<file path="src/rtl/ahb2apb_bridge_pkg.sv">
// ahb2apb_bridge_pkg: shared AHB encodings, FSM states and default sizing for the bridge
package ahb2apb_bridge_pkg;
  localparam int SLV_NUM_DEF = 8;
  localparam int SEL_LSB_DEF = 12;
  localparam logic [1:0] HTRANS_IDLE = 2'b00;
  localparam logic [1:0] HTRANS_BUSY = 2'b01;
  localparam logic [1:0] HTRANS_NONSEQ = 2'b10;
  localparam logic [1:0] HTRANS_SEQ = 2'b11;
  localparam logic HRESP_OKAY = 1'b0;
  localparam logic HRESP_ERROR = 1'b1;
  typedef enum logic [2:0] {S_IDLE, S_WDATA, S_SETUP, S_ACCESS, S_DONE, S_ERR1, S_ERR2} state_e;
endpackage

</file>
<file path="src/rtl/ahb2apb_bridge_if.sv">
// ahb2apb_bridge_if: AHB-Lite slave side plus APB master side of the bridge
// slave modport = bridge view (AHB in, APB out, prdata/pready in); master modport = system view
interface ahb2apb_bridge_if
  import ahb2apb_bridge_pkg::*;
#(
  parameter int SLV_NUM = SLV_NUM_DEF
);
  logic hsel;
  logic [31:0] haddr;
  logic [1:0] htrans;
  logic hwrite;
  logic [2:0] hsize;
  logic [31:0] hwdata;
  logic hready;
  logic hreadyout;
  logic hresp;
  logic [31:0] hrdata;
  logic [SLV_NUM-1:0] psel;
  logic penable;
  logic [31:0] paddr;
  logic pwrite;
  logic [31:0] pwdata;
  logic [31:0] prdata;
  logic pready;
  modport slave (
    input hsel, haddr, htrans, hwrite, hsize, hwdata, hready, prdata, pready,
    output hreadyout, hresp, hrdata, psel, penable, paddr, pwrite, pwdata
  );
  modport master (
    output hsel, haddr, htrans, hwrite, hsize, hwdata, hready, prdata, pready,
    input hreadyout, hresp, hrdata, psel, penable, paddr, pwrite, pwdata
  );
endinterface

</file>
<file path="src/rtl/ahb2apb_bridge_sel_decode.sv">
// ahb2apb_bridge_sel_decode: 3-bit slave index to one-hot PSEL plus out-of-range flag
// Ports: idx_i slave index, en_i decode enable, psel_o one-hot select, err_o idx_i >= SLV_NUM
module ahb2apb_bridge_sel_decode #(
  parameter int SLV_NUM = 8
) (
  input  logic [2:0]         idx_i,
  input  logic               en_i,
  output logic [SLV_NUM-1:0] psel_o,
  output logic               err_o
);
  assign err_o = 32'(idx_i) >= 32'(SLV_NUM);
  always_comb begin
    psel_o = '0;
    for (int i = 0; i < SLV_NUM; i++) psel_o[i] = en_i && idx_i == i[2:0];
  end
endmodule

</file>
<file path="src/rtl/ahb2apb_bridge.sv">
// ahb2apb_bridge: AHB-Lite slave to APB master bridge with one outstanding transfer
// Ports: hclk_i shared AHB/APB clock, hresetn_i async active-low reset, bus AHB slave + APB master (slave modport)
module ahb2apb_bridge
  import ahb2apb_bridge_pkg::*;
#(
  parameter int SLV_NUM = SLV_NUM_DEF,
  parameter int SEL_LSB = SEL_LSB_DEF
) (
  input logic             hclk_i,
  input logic             hresetn_i,
  ahb2apb_bridge_if.slave bus
);
  state_e state_q, state_d;
  logic [31:0] paddr_q, paddr_d, pwdata_q, pwdata_d, hrdata_q, hrdata_d;
  logic pwrite_q, pwrite_d;
  logic [SLV_NUM-1:0] sel_q, sel_d, dec_sel;
  logic accept, dec_err, unused_ok;
  assign accept = bus.hsel && bus.hready && bus.htrans[1];
  assign unused_ok = ^{bus.hsize, bus.htrans[0]};
  ahb2apb_bridge_sel_decode #(.SLV_NUM(SLV_NUM)) u_dec (
    .idx_i (bus.haddr[SEL_LSB+:3]),
    .en_i  (accept),
    .psel_o(dec_sel),
    .err_o (dec_err)
  );
  always_ff @(posedge hclk_i or negedge hresetn_i) begin
    if (!hresetn_i) begin
      state_q  <= S_IDLE;
      paddr_q  <= '0;
      pwdata_q <= '0;
      hrdata_q <= '0;
      pwrite_q <= 1'b0;
      sel_q    <= '0;
    end else begin
      state_q  <= state_d;
      paddr_q  <= paddr_d;
      pwdata_q <= pwdata_d;
      hrdata_q <= hrdata_d;
      pwrite_q <= pwrite_d;
      sel_q    <= sel_d;
    end
  end
  always_comb begin
    state_d  = state_q;
    paddr_d  = paddr_q;
    pwdata_d = pwdata_q;
    hrdata_d = hrdata_q;
    pwrite_d = pwrite_q;
    sel_d    = sel_q;
    case (state_q)
      S_WDATA: begin
        pwdata_d = bus.hwdata;
        state_d  = S_SETUP;
      end
      S_SETUP: state_d = S_ACCESS;
      S_ACCESS: if (bus.pready) begin
        hrdata_d = pwrite_q ? hrdata_q : bus.prdata;
        state_d  = S_DONE;
      end
      S_ERR1: state_d = S_ERR2;
      default: begin
        // IDLE, DONE and ERR2 all end with HREADYOUT high, so each can take the next address phase
        state_d = S_IDLE;
        if (accept) begin
          paddr_d  = bus.haddr;
          pwrite_d = bus.hwrite;
          sel_d    = dec_sel;
          state_d  = dec_err ? S_ERR1 : bus.hwrite ? S_WDATA : S_SETUP;
        end
      end
    endcase
  end
  assign bus.psel      = (state_q == S_SETUP || state_q == S_ACCESS) ? sel_q : '0;
  assign bus.penable   = state_q == S_ACCESS;
  assign bus.paddr     = paddr_q;
  assign bus.pwrite    = pwrite_q;
  assign bus.pwdata    = pwdata_q;
  assign bus.hrdata    = hrdata_q;
  assign bus.hreadyout = !(state_q == S_WDATA || state_q == S_SETUP || state_q == S_ACCESS || state_q == S_ERR1);
  assign bus.hresp     = (state_q == S_ERR1 || state_q == S_ERR2) ? HRESP_ERROR : HRESP_OKAY;
endmodule

</file>
<file path="src/flat_wrapper.sv">
// flat-port wrapper written by rule: the top's interface ports become plain ports
module ahb2apb_bridge_flat import ahb2apb_bridge_pkg::*;
#(
  parameter int SLV_NUM = SLV_NUM_DEF,
  parameter int SEL_LSB = SEL_LSB_DEF
)
  (hclk_i, hresetn_i, bus_hsel, bus_haddr, bus_htrans, bus_hwrite, bus_hsize, bus_hwdata, bus_hready, bus_prdata, bus_pready, bus_hreadyout, bus_hresp, bus_hrdata, bus_psel, bus_penable, bus_paddr, bus_pwrite, bus_pwdata);
  ahb2apb_bridge_if #(.SLV_NUM(SLV_NUM)) bus_i ();
  input logic hclk_i;
  input logic hresetn_i;
  input wire logic [$bits(bus_i.hsel)-1:0] bus_hsel;
  input wire logic [$bits(bus_i.haddr)-1:0] bus_haddr;
  input wire logic [$bits(bus_i.htrans)-1:0] bus_htrans;
  input wire logic [$bits(bus_i.hwrite)-1:0] bus_hwrite;
  input wire logic [$bits(bus_i.hsize)-1:0] bus_hsize;
  input wire logic [$bits(bus_i.hwdata)-1:0] bus_hwdata;
  input wire logic [$bits(bus_i.hready)-1:0] bus_hready;
  input wire logic [$bits(bus_i.prdata)-1:0] bus_prdata;
  input wire logic [$bits(bus_i.pready)-1:0] bus_pready;
  output wire logic [$bits(bus_i.hreadyout)-1:0] bus_hreadyout;
  output wire logic [$bits(bus_i.hresp)-1:0] bus_hresp;
  output wire logic [$bits(bus_i.hrdata)-1:0] bus_hrdata;
  output wire logic [$bits(bus_i.psel)-1:0] bus_psel;
  output wire logic [$bits(bus_i.penable)-1:0] bus_penable;
  output wire logic [$bits(bus_i.paddr)-1:0] bus_paddr;
  output wire logic [$bits(bus_i.pwrite)-1:0] bus_pwrite;
  output wire logic [$bits(bus_i.pwdata)-1:0] bus_pwdata;
  assign bus_i.hsel = bus_hsel;
  assign bus_i.haddr = bus_haddr;
  assign bus_i.htrans = bus_htrans;
  assign bus_i.hwrite = bus_hwrite;
  assign bus_i.hsize = bus_hsize;
  assign bus_i.hwdata = bus_hwdata;
  assign bus_i.hready = bus_hready;
  assign bus_i.prdata = bus_prdata;
  assign bus_i.pready = bus_pready;
  assign bus_hreadyout = bus_i.hreadyout;
  assign bus_hresp = bus_i.hresp;
  assign bus_hrdata = bus_i.hrdata;
  assign bus_psel = bus_i.psel;
  assign bus_penable = bus_i.penable;
  assign bus_paddr = bus_i.paddr;
  assign bus_pwrite = bus_i.pwrite;
  assign bus_pwdata = bus_i.pwdata;
  ahb2apb_bridge #(.SLV_NUM(SLV_NUM), .SEL_LSB(SEL_LSB)) u_core (.hclk_i(hclk_i), .hresetn_i(hresetn_i), .bus(bus_i));
endmodule
</file>
<file path="config.mk">
export PLATFORM = sky130hd
export DESIGN_NAME = ahb2apb_bridge_flat
export DESIGN_NICKNAME = d
export VERILOG_FILES = /design/src/rtl/ahb2apb_bridge_pkg.sv /design/src/rtl/ahb2apb_bridge_if.sv /design/src/rtl/ahb2apb_bridge_sel_decode.sv /design/src/rtl/ahb2apb_bridge.sv /design/src/flat_wrapper.sv
export SDC_FILE = /design/constraint.sdc
export NUM_CORES = 1
export LEC_CHECK = 0
export ABC_AREA = 0
export CAP_MARGIN = 15
export CORE_MARGIN = 2
export CORE_UTILIZATION = 36
export DETAILED_ROUTE_END_ITERATION = 6
export GPL_TIMING_DRIVEN = 0
export PLACE_DENSITY = 0.74
export SETUP_SLACK_MARGIN = 0.2
export SYNTH_ARGS = -nofsm -noshare
export SYNTH_HDL_FRONTEND = slang
export SYNTH_SLANG_ARGS = --single-unit
</file>
<file path="constraint.sdc">
create_clock -name hclk_i -period 1.53 [get_ports hclk_i]
set_input_delay 0.306 -clock hclk_i [delete_from_list [all_inputs] [get_ports hclk_i]]
set_output_delay 0.306 -clock hclk_i [all_outputs]
set_load 0.1 [all_outputs]
</file>
==> run summary <==
Layout cells sized above 1 - 57.6%
Core Region - 0.0114 mm^2
H-Tree Depth - 3
All-Layer GR Usage - 18.9%
Global-route wire length before repair - 18800 um
# DRC - 0
Dpl hpwl - 7510 um
Ys Warns - 0
Reg2reg start - u_core.state_q[2]$_DFFE_PN0P_
Post-Syn Nets - 366
Ports - 215
Final Skew - 0.00660 ns
Vias in the first global route - 3504
Area Overhead vs Synth - 94.3%
1st-pass router iterations - 4
GRT Residual Overflow - 0
Port Buffers - 210
Crit path from - u_core.state_q[2]$_DFFE_PN0P_
FP Rows - 39
CTS tree - done
Final Slew Violations - 0
Largest net degree at the start of global routing - 60
RSZ-0062 raised after global routing - true
Worst min-delay path category - in2async
Antenna Nets Post-Route - 0
Clk_lat worst skew - 0.34 ns
F_max - 574 MHz
Final Critical Period - 1.74 ns
Outcome - finished, violations left
Root Driver - clkbuf_16
WS Path Type - reg2reg
Avg WL per Cell - 17.6 um
Ant diodes - 0
Routability cong. - 0.750
Die Span X - 112 um
Vias/cell - 4.68
Mean Syn Cell Area - 16.3 um^2
Worst Setup End Kind - register
Clock buffer count from CTS - 9
Failing checks - setup timing
Reg2reg end - u_core.bus.hrdata[11]$_DFFE_PN0P_
Vias after detailed routing - 3129
Worst Reg-to-Reg Cells - 7
CTS Hold Bufs - 0
R2R Setup Slk - -0.21 ns
Routed wire length - 11800 um
Initial Util - 37.0%
Slew HR - 47.8%
Worst setup margin - -0.211 ns
Clk sink count - 108
Net total in the final layout - 628
Die area - 0.0126 mm^2
Post-place setup slack - -0.997 ns
Part of the Yosys area used for sequential elements - 64.0%
Final Hold Fails - 0
Post-synthesis cell type count - 25
Post-Syn Area - 0.00422 mm^2
Syn Inst Count - 259
Worst Tran Pin Value - 0.783 ns
Crit start category - register
Hold Slack - 0.0435 ns
Max-Cap Viols - 0
Clk buf depth - 2
CP required - 1.76 ns
Crit path max fanout - 5
Die Ht - 112 um
Iter 0 DRT Violations - 90
Final worst path period share - 114%
Post-synthesis register bit count - 108
Crit path DAT - 1.97 ns
Final setup vio count - 117
CTS clock-pin slew for the worst setup and hold paths - 0.07 ns
Antenna violations before repair - 0
==> state kept, by name (all words and copies together) (netlist names) <==
name and flops:
u_core.bus.hrdata 32, u_core.bus.paddr 32, u_core.bus.pwdata 32, u_core.sel_q 8, u_core.state_q 3, u_core.bus.pwrite 1
==> cells in the final DEF, fill, tap and decap left out, types with 2 or more instances in the layout <==
cell type / count
dfrtp_2: 3
bufinv_16: 2
nor3b_1: 3
clkinv_2: 2
buf_4: 36
nor2b_1: 3
buf_8: 9
buf_12: 27
clkdlybuf4s50_1: 101
and2_4: 9
nand2_1: 2
nor2b_4: 2
buf_16: 9
and3b_1: 2
dfrtp_1: 104
buf_6: 80
mux2_4: 105
clkbuf_16: 9
==> worst max-delay path: stages (launching register included) <==
cell and delay, ns:
dfrtp_2 0.43, buf_6 0.13, and4bb_2 0.31, nand2_4 0.07, buf_12 0.14, buf_12 0.12
buf_16 0.13, mux2_4 0.29
==> metrics by stage <==
stage               TNS (ns)  cell area [um^2]  instances  util [%]
floorplan              -1.22              4440        259         -
finish                -16.68              8200        669      71.8
detailed placement    -66.56              6750        613      59.1
global route          -21.64              8200        669      71.8
CTS                   -19.53              7850        665      68.7
global placement     -480.16              6730        612      58.9
==> synth_stat cells <==
cell | number | area, um^2
mux2_2 | 105 | 1180
buf_2 | 3 | 15.0
clkbuf_1 | 1 | 3.75
a221o_1 | 1 | 10.0
nor3b_2 | 1 | 12.5
o21a_1 | 1 | 7.51
inv_1 | 1 | 3.75
nor2b_4 | 1 | 13.8
a21oi_1 | 1 | 5.00
buf_4 | 3 | 22.5
nor2b_2 | 1 | 8.76
and2_1 | 9 | 56.3
nand3_1 | 1 | 5.00
buf_6 | 4 | 45.0
a22o_1 | 1 | 8.76
nor3_1 | 1 | 5.00
nor2_1 | 2 | 7.51
dfrtp_1 | 108 | 2700
nor3_4 | 1 | 16.3
and4bb_2 | 1 | 12.5
and3_1 | 1 | 6.26
nor3b_1 | 3 | 22.5
nand2_1 | 3 | 11.3
nor2b_1 | 3 | 18.8
and3b_1 | 2 | 17.5
==> worst max-delay path by stage <==
stage	endpoint	slack, ns	cells after the start
after global routing	bus_psel[0]	-0.27	4
final	u_core.bus.hrdata[11]$_DFFE_PN0P_	-0.21	7
after detailed placement	bus_psel[6]	-1.0	4
after global placement	u_core.bus.pwrite$_DFFE_PN0P_	-4.57	1
after floorplan	u_core.bus.hrdata[10]$_DFFE_PN0P_	-0.03	4
after CTS	bus_psel[2]	-0.26	4
==> cell families (layout without fill, tap and decap cells) <==
family	count (synthesis)	in the layout	share of synthesized area, %
AND/OR/NAND/NOR	30	30	5.07
AO/OA/AOI/OAI	4	4	0.741
multiplexers	105	105	28.0
flip-flops	108	108	64.0
buffers and inverters	12	279	2.13
==> timing repair <==
item / in CTS / in global routing
setup endpoints to repair: 215 / 181
pin swaps: 6 / 4
setup buffers: 26 / 4
resized for setup: 780 / 86
cloned: 10 / 0
==> metal layers <==
| layer | vias to the layer above | wire [um] | track usage [%] |
|---|---|---|---|
| met4 | 0 | 182 | 6.67 |
| met2 | 115 | 5860 | 31.7 |
| met1 | 1559 | 4940 | 23.9 |
| met5 | - | 0 | 0 |
| met3 | 15 | 811 | 4.86 |
| li1 | 1440 | - | - |
==> area by class of cell <==
class,instances,area (um^2)
fill,761,3220
timing repair buffer,251,2920
sequential,108,2710
multi-input combinational,139,1880
clock buffer,10,239
buffer,11,185
tap,143,179
clock inverter,6,86.3
inverter,1,3.75
Power is not shown: default switching activity piles up to over one toggle a cycle in this logic, so the estimate is an artifact.
==> edit (same flow settings) <==
Re-encode `state_e` (7 states) as one-hot, 7 bits wide.
--- a/src/rtl/ahb2apb_bridge_pkg.sv
+++ b/src/rtl/ahb2apb_bridge_pkg.sv
@@ -10,3 +10,3 @@
   localparam logic HRESP_ERROR = 1'b1;
-  typedef enum logic [2:0] {S_IDLE, S_WDATA, S_SETUP, S_ACCESS, S_DONE, S_ERR1, S_ERR2} state_e;
+  typedef enum logic [6:0] {S_IDLE = 7'b0000001, S_WDATA = 7'b0000010, S_SETUP = 7'b0000100, S_ACCESS = 7'b0001000, S_DONE = 7'b0010000, S_ERR1 = 7'b0100000, S_ERR2 = 7'b1000000} state_e;
 endpackage
Function: no difference found for any inputs over 10 cycles, from zero or initial values and one cycle with hresetn_i low; not proved beyond that.
==> edit against the unedited design <==
- the run still ends with setup timing left
- synthesized cell count is 5.8% higher
- setup slack worse by 0.34 ns
- synthesized area is 2.0% higher
- cell area is 2.2% lower
- worst hold slack worse by 0.016 ns
- register-to-register slack worse by 0.30 ns
- routed wire length is 1.3% higher
- sequential cell count is 2 higher
==> edit: results (changes against the unedited design) <==
- Detailed placement HPWL: 7630 um (+1.6%)
- DR iter-0 viols: 109 (+21%)
- Synth Area in Adders: 0% (unchanged)
- Syn nets: 381 (+4.1%)
- Initial DRT Pass Iterations: 4 (unchanged)
- Sequential area share after synthesis: 63.9% (-0.093 points)
- Avg Inst Size Synth: 15.7 um2 (-3.5%)
- Ant diodes: 0 (unchanged)
- Setup TNS: -39.69 ns (-23.01 ns)
- Status: finished, violations left
- DRC Markers: 0 (unchanged)
- Final setup fails: 116 (-0.85%)
- Cells after DPL: 624 (+1.8%)
- Vias in the first global route: 3624 (+3.4%)
- Vias: 3236 (+3.4%)
- Synth cell count leaders: dfrtp_1 (109), mux2_2 (102), and2_1 (10)
- Synth unique cells: 26 (+4.0%)
- Hold Crit Class: input port to asynchronous set/reset pin
- Max VDD drop: 0.00106 V
- Net Sw Frac: 42.1%
- First-pass GRT wire length: 18800 um (+0.18%)
- H-tree Lvls: 3 (unchanged)
- I/O Buffers: 206 (-1.9%)
- Multiplexer share of the synthesized area: 27.5% (-0.56 points)
- Clk_skew: 0.00864 ns (+0.00204 ns)
- Resize count post-CTS: 774 (-0.77%)
- Fraction of registers with async set/reset: 100% (unchanged)
- Fin cells: 681 (+1.8%)
- # fillers: 786 (+3.3%)
- GP Congestion: 0.769 (+2.5%)
- Violated checks: setup timing
- GR peak layer: met2
- Largest cells by area after synthesis: dfrtp_1 (63%), mux2_2 (27%), and2_1 (1.5%)
- Met2 usage: 30.9% (-0.79 points)
- Setup ws final: -0.549 ns (-0.338 ns)
- Ys Warns: 0 (unchanged)
- Share of layout cells above drive strength 1: 57.2% (-0.36 points)
- Dpl cell area: 0.00663 mm2 (-1.8%)
- Place WS: -1.35 ns (-0.351 ns)
- Gr usage total: 18.7% (-0.26 points)
- Post-Synth XOR/XNOR Area: 0.203% (+0.20 points)
- Post-synthesis compound-gate area fraction: 0.813% (+0.072 points)
- Final nets: 640 (+1.9%)
- Slew of the pin with the lowest slew margin: 0.770 ns (-0.0123 ns)
- Routed WL per cell: 17.5 um (-0.50%)
- Critical Path AT: 1.77 ns (-0.20 ns)
- GRT met1 Usage: 22.9% (-1.0 points)
- GRT met3 Usage: 5.84% (+0.99 points)
edit: changes by cell type in the layout (fill, tap and decap cells not counted), sizes merged, moves of 2 or more:
| cell | before | now |
|---|---|---|
| nor2 | 2 | 6 |
| nand2b | 0 | 2 |
| clkdlybuf4s50 | 101 | 98 |
| clkbuf | 10 | 17 |
| and3 | 1 | 3 |
| buf | 161 | 159 |
| nor2b | 5 | 0 |
edit: final timing paths:
| path | end | slack (ns) | startpoint | cells past startpoint |
|---|---|---|---|---|
| worst min register to register | u_core.bus.hrdata[24] | 0.51 | u_core.bus.hrdata[24] | 1 |
| min in group hclk_i | u_core.bus.paddr[14] | 0.48 | bus_haddr[14] | 2 |
| worst min-delay path | u_core.bus.hrdata[6] | 0.03 | hresetn_i | 1 |
| max in group asynchronous | u_core.bus.hrdata[26] | 0.77 | hresetn_i | 2 |
| worst max register to register | u_core.bus.hrdata[15] | -0.51 | u_core.state_q[1] | 7 |
| worst max-delay path | bus_psel[7] | -0.55 | u_core.state_q[1] | 4 |
edit: final cells by class:
class	instances	area, um2	share of cell area [%]
tap	143	179	2.23
clock buffer	12	267	3.32
buffer	15	209	2.60
sequential	110	2760	34.4
multi-input combinational	149	1730	21.5
timing repair buffer	247	2830	35.3
inverter	1	3.75	0.0468
clock inverter	4	52.6	0.655
edit: worst max-delay path, stage by stage (launching register included):
cell and delay, ns:
dfrtp_1 0.39, or3_4 0.44, a21oi_4 0.22, and2_4 0.20
buf_12 0.17
edit: metal layers:
metal	vias to the layer above	wire, um
met3	18	952
met5	-	0
met4	0	211
met1	1596	4750
met2	138	6030
li1	1484	-
edit: cell families (layout without fill, tap and decap cells):
kind of cell    after synthesis  after routing
compound gates                4              5
buf+inv                      16            279
flops                       110            110
mux                         105            105
simple gates                 37             37
other cells                   1              1
xor+xnor                      1              1
